### src/rtl/present_dm_chain_if.sv
// ---------------------------------------------------------------------------
// present_dm_chain_if
//   Block-side and result-side signals of the PRESENT Davies-Meyer engine.
//
//   Handshake semantics (both sides):
//     - A block is taken on a rising clk edge where iValid && oReady.
//       iDat/iKey/iMode/iChain/iFirst are sampled only on that edge.
//       iValid while oReady=0 is ignored, not queued.
//     - A result is handed over on a rising clk edge where oValid && iOutReady.
//       oDat is held stable while oValid=1 and iOutReady=0.
//
//   Signals:
//     iValid, iDat[63:0], iKey[KEY_W-1:0], iMode, iChain, iFirst : block in
//     oReady                                                     : can accept
//     oValid, oDat[63:0], iOutReady                              : result out
//     oH[63:0]                                                   : chain register
//     oState[1:0]                                                : FSM state (debug)
//   Modports: master = hash controller side, slave = engine side.
// ---------------------------------------------------------------------------
interface present_dm_chain_if #(
    parameter int KEY_W = 80
);
    logic             iValid;
    logic             oReady;
    logic [63:0]      iDat;
    logic [KEY_W-1:0] iKey;
    logic             iMode;
    logic             iChain;
    logic             iFirst;
    logic             oValid;
    logic             iOutReady;
    logic [63:0]      oDat;
    logic [63:0]      oH;
    logic [1:0]       oState;

    modport master (
        output iValid, iDat, iKey, iMode, iChain, iFirst, iOutReady,
        input  oReady, oValid, oDat, oH, oState
    );

    modport slave (
        input  iValid, iDat, iKey, iMode, iChain, iFirst, iOutReady,
        output oReady, oValid, oDat, oH, oState
    );
endinterface

### src/rtl/present_dm_chain.sv
// ---------------------------------------------------------------------------
// present_dm_chain
//   Iterative PRESENT-64 engine (one round per clock) used as a Davies-Meyer
//   compression function H' = E_K(P) xor P, with an optional plain-encrypt
//   mode and an internal chaining register H for multi-block hashing.
//
//   Parameters:
//     KEY_W   : 80 or 128 (key schedule variant)
//     NROUNDS : 1..31 cipher rounds
//     IV      : chain register value after reset and on iFirst
//
//   Ports:
//     clk    : rising-edge clock
//     iReset : synchronous active-high reset
//     bus    : present_dm_chain_if.slave (block in, result out, oH, oState)
//
//   Latency: oValid rises NROUNDS+1 edges after the accepting edge.
// ---------------------------------------------------------------------------
module present_dm_chain #(
    parameter int          KEY_W   = 80,
    parameter int          NROUNDS = 31,
    parameter logic [63:0] IV      = 64'h0
) (
    input  logic              clk,
    input  logic              iReset,
    present_dm_chain_if.slave bus
);

    typedef enum logic [1:0] {
        S_IDLE  = 2'd0,
        S_RUN   = 2'd1,
        S_FINAL = 2'd2,
        S_OUT   = 2'd3
    } state_t;

    // ------------------------------------------------------------------
    // Elaboration-time parameter checks
    // ------------------------------------------------------------------
    generate
        if (KEY_W != 80 && KEY_W != 128) begin : g_bad_key_w
            $error("present_dm_chain: KEY_W must be 80 or 128");
        end
        if (NROUNDS < 1 || NROUNDS > 31) begin : g_bad_nrounds
            $error("present_dm_chain: NROUNDS must be in 1..31");
        end
    endgenerate

    function automatic logic [3:0] sbox4(input logic [3:0] x);
        logic [3:0] y;
        case (x)
            4'h0: y = 4'hC;  4'h1: y = 4'h5;  4'h2: y = 4'h6;  4'h3: y = 4'hB;
            4'h4: y = 4'h9;  4'h5: y = 4'h0;  4'h6: y = 4'hA;  4'h7: y = 4'hD;
            4'h8: y = 4'h3;  4'h9: y = 4'hE;  4'hA: y = 4'hF;  4'hB: y = 4'h8;
            4'hC: y = 4'h4;  4'hD: y = 4'h7;  4'hE: y = 4'h1;  default: y = 4'h2;
        endcase
        return y;
    endfunction

    // ------------------------------------------------------------------
    // Registers
    // ------------------------------------------------------------------
    state_t           state_q;
    logic             ready_q;
    logic             valid_q;
    logic [63:0]      odat_q;
    logic [63:0]      h_q;
    logic [4:0]       round_q;
    logic [63:0]      dreg_q;   // cipher state
    logic [63:0]      preg_q;   // plaintext kept for the feed-forward xor
    logic [KEY_W-1:0] kreg_q;   // key register
    logic             mode_q;
    logic             chain_q;  // block was accepted with iChain=1

    // ------------------------------------------------------------------
    // Round datapath
    // ------------------------------------------------------------------
    logic [63:0]      round_key;
    logic [63:0]      sb_out;
    logic [63:0]      perm_out;
    logic [63:0]      cipher;
    logic [63:0]      result_d;
    logic [63:0]      plain_sel;
    logic [KEY_W-1:0] key_next;

    assign round_key = kreg_q[KEY_W-1 -: 64];
    assign cipher    = dreg_q ^ round_key;
    assign result_d  = mode_q ? cipher : (cipher ^ preg_q);
    assign plain_sel = bus.iChain ? (bus.iFirst ? IV : h_q) : bus.iDat;

    always_comb begin
        sb_out   = '0;
        perm_out = '0;
        for (int n = 0; n < 16; n++) begin
            sb_out[4*n +: 4] = sbox4(dreg_q[4*n +: 4] ^ round_key[4*n +: 4]);
        end
        // Bit i moves to 16*i mod 63; the top bit maps onto itself.
        for (int i = 0; i < 63; i++) begin
            perm_out[(16*i) % 63] = sb_out[i];
        end
        perm_out[63] = sb_out[63];
    end

    // Key schedule: rotate left by 61, S-box the top nibble(s), then fold the
    // current round number into a fixed 5-bit window.
    generate
        if (KEY_W == 80) begin : g_key80
            logic [KEY_W-1:0] key_rot;
            assign key_rot  = {kreg_q[18:0], kreg_q[KEY_W-1:19]};
            assign key_next = {sbox4(key_rot[79:76]), key_rot[75:20],
                               key_rot[19:15] ^ round_q, key_rot[14:0]};
        end else begin : g_key128
            logic [KEY_W-1:0] key_rot;
            assign key_rot  = {kreg_q[66:0], kreg_q[KEY_W-1:67]};
            assign key_next = {sbox4(key_rot[127:124]), sbox4(key_rot[123:120]),
                               key_rot[119:67], key_rot[66:62] ^ round_q,
                               key_rot[61:0]};
        end
    endgenerate

    // ------------------------------------------------------------------
    // Control FSM
    // ------------------------------------------------------------------
    always_ff @(posedge clk) begin
        if (iReset) begin
            state_q <= S_IDLE;
            ready_q <= 1'b1;
            valid_q <= 1'b0;
            odat_q  <= '0;
            h_q     <= IV;
            round_q <= '0;
            dreg_q  <= '0;
            preg_q  <= '0;
            kreg_q  <= '0;
            mode_q  <= 1'b0;
            chain_q <= 1'b0;
        end else begin
            case (state_q)
                S_IDLE: begin
                    if (bus.iValid && ready_q) begin
                        dreg_q  <= plain_sel;
                        preg_q  <= plain_sel;
                        kreg_q  <= bus.iKey;
                        mode_q  <= bus.iMode;
                        chain_q <= bus.iChain;
                        round_q <= 5'd1;
                        if (bus.iChain && bus.iFirst) begin
                            h_q <= IV;
                        end
                        ready_q <= 1'b0;
                        state_q <= S_RUN;
                    end
                end
                S_RUN: begin
                    dreg_q <= perm_out;
                    kreg_q <= key_next;
                    // Stop counting on the last round so the 5-bit counter
                    // never wraps when NROUNDS is 31.
                    if (round_q == 5'(NROUNDS)) begin
                        state_q <= S_FINAL;
                    end else begin
                        round_q <= round_q + 5'd1;
                    end
                end
                S_FINAL: begin
                    odat_q  <= result_d;
                    if (chain_q) begin
                        h_q <= result_d;
                    end
                    valid_q <= 1'b1;
                    state_q <= S_OUT;
                end
                default: begin // S_OUT
                    if (bus.iOutReady) begin
                        valid_q <= 1'b0;
                        ready_q <= 1'b1;
                        state_q <= S_IDLE;
                    end
                end
            endcase
        end
    end

    assign bus.oReady = ready_q;
    assign bus.oValid = valid_q;
    assign bus.oDat   = odat_q;
    assign bus.oH     = h_q;
    assign bus.oState = state_q;

endmodule

### src/flat_wrapper.sv
// flat-port wrapper written by rule: the top's interface ports become plain ports
module present_dm_chain_flat 
#(
    parameter int          KEY_W   = 80,
    parameter int          NROUNDS = 31,
    parameter logic [63:0] IV      = 64'h0
)
  (clk, iReset, bus_iValid, bus_iDat, bus_iKey, bus_iMode, bus_iChain, bus_iFirst, bus_iOutReady, bus_oReady, bus_oValid, bus_oDat, bus_oH, bus_oState);
  present_dm_chain_if #(.KEY_W(KEY_W)) bus_i ();
  input  logic clk;
  input  logic iReset;
  input wire logic [$bits(bus_i.iValid)-1:0] bus_iValid;
  input wire logic [$bits(bus_i.iDat)-1:0] bus_iDat;
  input wire logic [$bits(bus_i.iKey)-1:0] bus_iKey;
  input wire logic [$bits(bus_i.iMode)-1:0] bus_iMode;
  input wire logic [$bits(bus_i.iChain)-1:0] bus_iChain;
  input wire logic [$bits(bus_i.iFirst)-1:0] bus_iFirst;
  input wire logic [$bits(bus_i.iOutReady)-1:0] bus_iOutReady;
  output wire logic [$bits(bus_i.oReady)-1:0] bus_oReady;
  output wire logic [$bits(bus_i.oValid)-1:0] bus_oValid;
  output wire logic [$bits(bus_i.oDat)-1:0] bus_oDat;
  output wire logic [$bits(bus_i.oH)-1:0] bus_oH;
  output wire logic [$bits(bus_i.oState)-1:0] bus_oState;
  assign bus_i.iValid = bus_iValid;
  assign bus_i.iDat = bus_iDat;
  assign bus_i.iKey = bus_iKey;
  assign bus_i.iMode = bus_iMode;
  assign bus_i.iChain = bus_iChain;
  assign bus_i.iFirst = bus_iFirst;
  assign bus_i.iOutReady = bus_iOutReady;
  assign bus_oReady = bus_i.oReady;
  assign bus_oValid = bus_i.oValid;
  assign bus_oDat = bus_i.oDat;
  assign bus_oH = bus_i.oH;
  assign bus_oState = bus_i.oState;
  present_dm_chain #(.KEY_W(KEY_W), .NROUNDS(NROUNDS), .IV(IV)) u_core (.clk(clk), .iReset(iReset), .bus(bus_i));
endmodule
### config.mk
export PLATFORM = sky130hd
export DESIGN_NAME = present_dm_chain_flat
export DESIGN_NICKNAME = d
export VERILOG_FILES = /design/src/rtl/present_dm_chain_if.sv /design/src/rtl/present_dm_chain.sv /design/src/flat_wrapper.sv
export SDC_FILE = /design/constraint.sdc
export NUM_CORES = 1
export LEC_CHECK = 0
export ABC_AREA = 1
export CAP_MARGIN = 10
export CORE_UTILIZATION = 45
export DETAILED_ROUTE_END_ITERATION = 7
export PLACE_DENSITY_LB_ADDON = 0.3
export SLEW_MARGIN = 20
export SYNTH_ARGS = -nofsm -noshare
export SYNTH_HDL_FRONTEND = slang
export SYNTH_SLANG_ARGS = --single-unit
### constraint.sdc
create_clock -name clk -period 2.1 [get_ports clk]
set_input_delay 0.315 -clock clk [delete_from_list [all_inputs] [get_ports clk]]
set_output_delay 0.315 -clock clk [all_outputs]
set_load 0.02 [all_outputs]
==> impl_metrics.env <==
export IMPL_vias_per_cell=5.60
export IMPL_die_height_um=205
export IMPL_start_util_pct=46.1
export IMPL_fin_crit_ns=2.00
export IMPL_hold_class="in -> reg"
export IMPL_synth_seq_area_share_pct=37.9
export IMPL_tightest_slew_ns=0.723
export IMPL_reg2reg_depth=15
export IMPL_htreeDepth=2
export IMPL_dr_pass1_iters=6
export IMPL_r2r_start="u_core.bus.oState[0]"
export IMPL_hp_start="iReset"
export IMPL_path_class="reg -> reg"
export IMPL_worstPathArrival_ns=2.51
export IMPL_die_x_um=205
export IMPL_overflow=0
export IMPL_seqCellArea_mm2=0.00703
export IMPL_wl_mm=65.5
export IMPL_ant_nets=0
export IMPL_crit_required_ns=2.60
export IMPL_fin_skew_ns=0.0164
export IMPL_finalSetupTns_ns=0
export IMPL_leakage_nw=9.99
export IMPL_max_cap_violations=0
export IMPL_cts_sinks=351
export IMPL_r2r_end="u_core.key_next[76]"
export IMPL_die_area_mm2=0.0420
export IMPL_nFillCells=3672
export IMPL_cts_tree="built"
export IMPL_multi_input_area_mm2=0.0102
export IMPL_grt_pass1_wl_mm=99.5
export IMPL_wl_per_cell_um=18.5
export IMPL_cts_path_max_buffers=3
export IMPL_num_io_pins=283
export IMPL_period_share_pct=95.4
export IMPL_hpwl_mm=47.0
export IMPL_antenna_cells=0
export IMPL_ys_warn_count=0
export IMPL_run_status="finished clean"
export IMPL_p_int_w=0.0244
export IMPL_coreArea_mm2=0.0402
export IMPL_gp_congestion=0.937
export IMPL_end_kind="flip-flop"
export IMPL_nets=3229
export IMPL_synth_cells=2699
export IMPL_final_max_slew_viol_count=0
export IMPL_first_iter_violations=1954
export IMPL_postSynthAreaPerCell_um2=6.86
export IMPL_setup_viol=0
export IMPL_timing_hold_ws_ns=0.163
export IMPL_synth_top_area_cell="dfxtp_1"
export IMPL_clkPwrFrac_pct=15.2
export IMPL_powerDensity_mw_per_mm2=1940
export IMPL_numCtsBuffers=39
export IMPL_synth_seq_cells=351
export IMPL_areaGrowthSynthToFinish_pct=30.1
export IMPL_hold_viol_final=0
export IMPL_vias=19800
export IMPL_p_switching_w=0.0222
export IMPL_antenna_found_initial=0
export IMPL_hold_depth=3
export IMPL_syn_nets=2940
export IMPL_fmax_mhz=499
export IMPL_drc=0
export IMPL_grt_max_degree=184
export IMPL_cts_root_buf="clkbuf_16"
export IMPL_ir_worst_vdd_v=0.00111
export IMPL_synth_top_area_share_pct=37.9
export IMPL_yosysUniqueCellTypes=29
export IMPL_hold_end="u_core.bus.oReady"
export IMPL_crit_fanout=9
export IMPL_first_global_vias=18300
export IMPL_postCtsHoldBufs=0
export IMPL_maxSlewHeadroom_pct=51.8
export IMPL_startpoint_type="flip-flop"
export IMPL_synth_area_mm2=0.0185
export IMPL_power_w=0.0467
export IMPL_numPortBuffers=282
export IMPL_p_sw_share_pct=47.6
export IMPL_drive_gt1_share_pct=8.16
export IMPL_rows=73
export IMPL_cts_reportedPaths_clkPinSlew_ns=0.06
export IMPL_grt_total_usage_pct=30.3
export IMPL_combPwrFrac_pct=60.2
export IMPL_seqPwrFrac_pct=24.7
export IMPL_synthTopCellsByArea="dfxtp_1 38%, nand2_1 12%, o21ai_0 11%, a21oi_1 8.6%, ha_1 6.1%"
export IMPL_clk_latency_ns=0.56
export IMPL_r2r_setup_slack_ns=0.1
==> worst max-delay path by stage <==
stage	slack [ns]	endpoint	cells after the start	start
global route	-0.007	u_core.bus.oH[35]	10	u_core.bus.oState[0]
floorplan	0.04	u_core.key_next[76]	12	u_core.bus.oState[0]
finish	0.1	u_core.key_next[76]	15	u_core.bus.oState[0]
detailed placement	-0.09	u_core.key_next[77]	12	bus_iValid
global placement	-0.04	u_core.key_next[76]	14	bus_iValid
CTS	-0.03	u_core.key_next[76]	15	u_core.bus.oState[0]
==> through the flow <==
stage | cells | worst slack (ns) | util (%) | area (um2)
2_1_floorplan | 2699 | 0.0378 | - | 18500
3_3_place_gp | 3465 | -0.0431 | 56.2 | 22600
3_5_place_dp | 3465 | -0.0939 | 56.2 | 22600
4_1_cts | 3535 | -0.0272 | 59.5 | 23900
5_1_grt | 3541 | -0.00682 | 59.9 | 24100
6_report | 3541 | 0.0969 | 59.9 | 24100
==> worst max-delay path, cell delays in order, from the launching register on <==
cell and delay (ns):
dfxtp_2 0.32, inv_1 0.14, ha_4 0.20, inv_2 0.06
nand2_4 0.10, nand2_8 0.11, nor2_1 0.10, nand2_1 0.05
nand2_1 0.09, nand2_2 0.10, inv_1 0.12, ha_4 0.21
nand3b_1 0.16, nand2_1 0.07, nand2_1 0.04, nand2_1 0.06
==> per-layer routing <==
| layer | up-vias | part of all wire (%) | GRT usage [%] |
|---|---|---|---|
| li1 | 9621 | - | - |
| met1 | 9273 | 43 | 40.0 |
| met5 | - | 0 | 0 |
| met2 | 818 | 46 | 49.4 |
| met3 | 135 | 7.5 | 4.14 |
| met4 | 0 | 3.8 | 12.5 |
==> power groups by stage <==
stage	Sequential [W]	Clock [W]	Combinational, W
after CTS	0.0114	0.00718	0.0272
final	0.0115	0.00707	0.0281
after detailed placement	0.0115	0	0.0268
after global routing	0.0118	0.00739	0.0308
after global placement	0.0114	0	0.0261
after floorplan	0.0119	0	0.0159
==> timing repair <==
item	4_1_cts	5_1_grt
endpoints found under the hold margin	0	0
resized for setup	1	20
setup buffers	0	4
pin swaps	0	3
endpoints found under the setup margin	2	99
gates cloned	1	2
==> placed cells by master (no fill, tap or decap), types with 4 or more instances in the layout <==
cell type,instances
nand3_1,205
xnor2_2,4
or2_2,16
o211ai_1,18
o21ai_0,402
clkbuf_8,8
inv_1,180
clkbuf_1,7
a21oi_1,319
o21ai_1,20
xnor2_1,44
dfxtp_1,349
inv_2,7
clkbuf_16,43
a31oi_1,75
clkinv_2,6
nand4_1,15
buf_12,22
clkdlybuf4s50_1,280
ha_1,87
nor3_1,4
nand2_2,4
nor2_1,148
nand2_1,614
buf_4,109
==> logic make-up after synthesis <==
logic type,count (synthesis),synth area share (%)
compound gates,837,23.4
xor+xnor,48,2.27
fa+ha+maj,90,6.08
buf+inv,360,7.80
flops,351,37.9
simple gates,1013,22.5
==> registers in the layout, indices dropped and copies added (netlist names) <==
name / count
u_core.round_q: 5
u_core.bus.oState: 2
u_core.chain_q: 1
u_core.bus.oValid: 1
u_core.key_next: 4
u_core.bus.oDat: 64
u_core.dreg_q: 64
u_core.kreg_q: 80
u_core.preg_q: 64
u_core.bus.oReady: 1
u_core.mode_q: 1
u_core.bus.oH: 64
==> layout make-up <==
class / instances / area share [%]
clock buffers: 56 / 4.83
clock inverters: 13 / 0.634
inverters: 191 / 3.04
multi-input cells: 1988 / 42.2
flip-flops and latches: 351 / 29.2
well taps: 525 / 2.73
repair buffers: 417 / 17.4
==> cell usage after synthesis, drive strengths merged <==
cell type / number
nand2: 621
o21ai: 423
dfxtp: 351
a21oi: 319
nand3: 205
inv: 190
nor2: 150
clkbuf: 109
ha: 90
a31oi: 75
buf: 60
xnor2: 48
o211ai: 18
or2: 16
nand4: 15
nor3: 5
a211oi: 1
clkinv: 1
nand3b: 1
o21a: 1
Note: power is estimated with default switching activity, not from simulation.
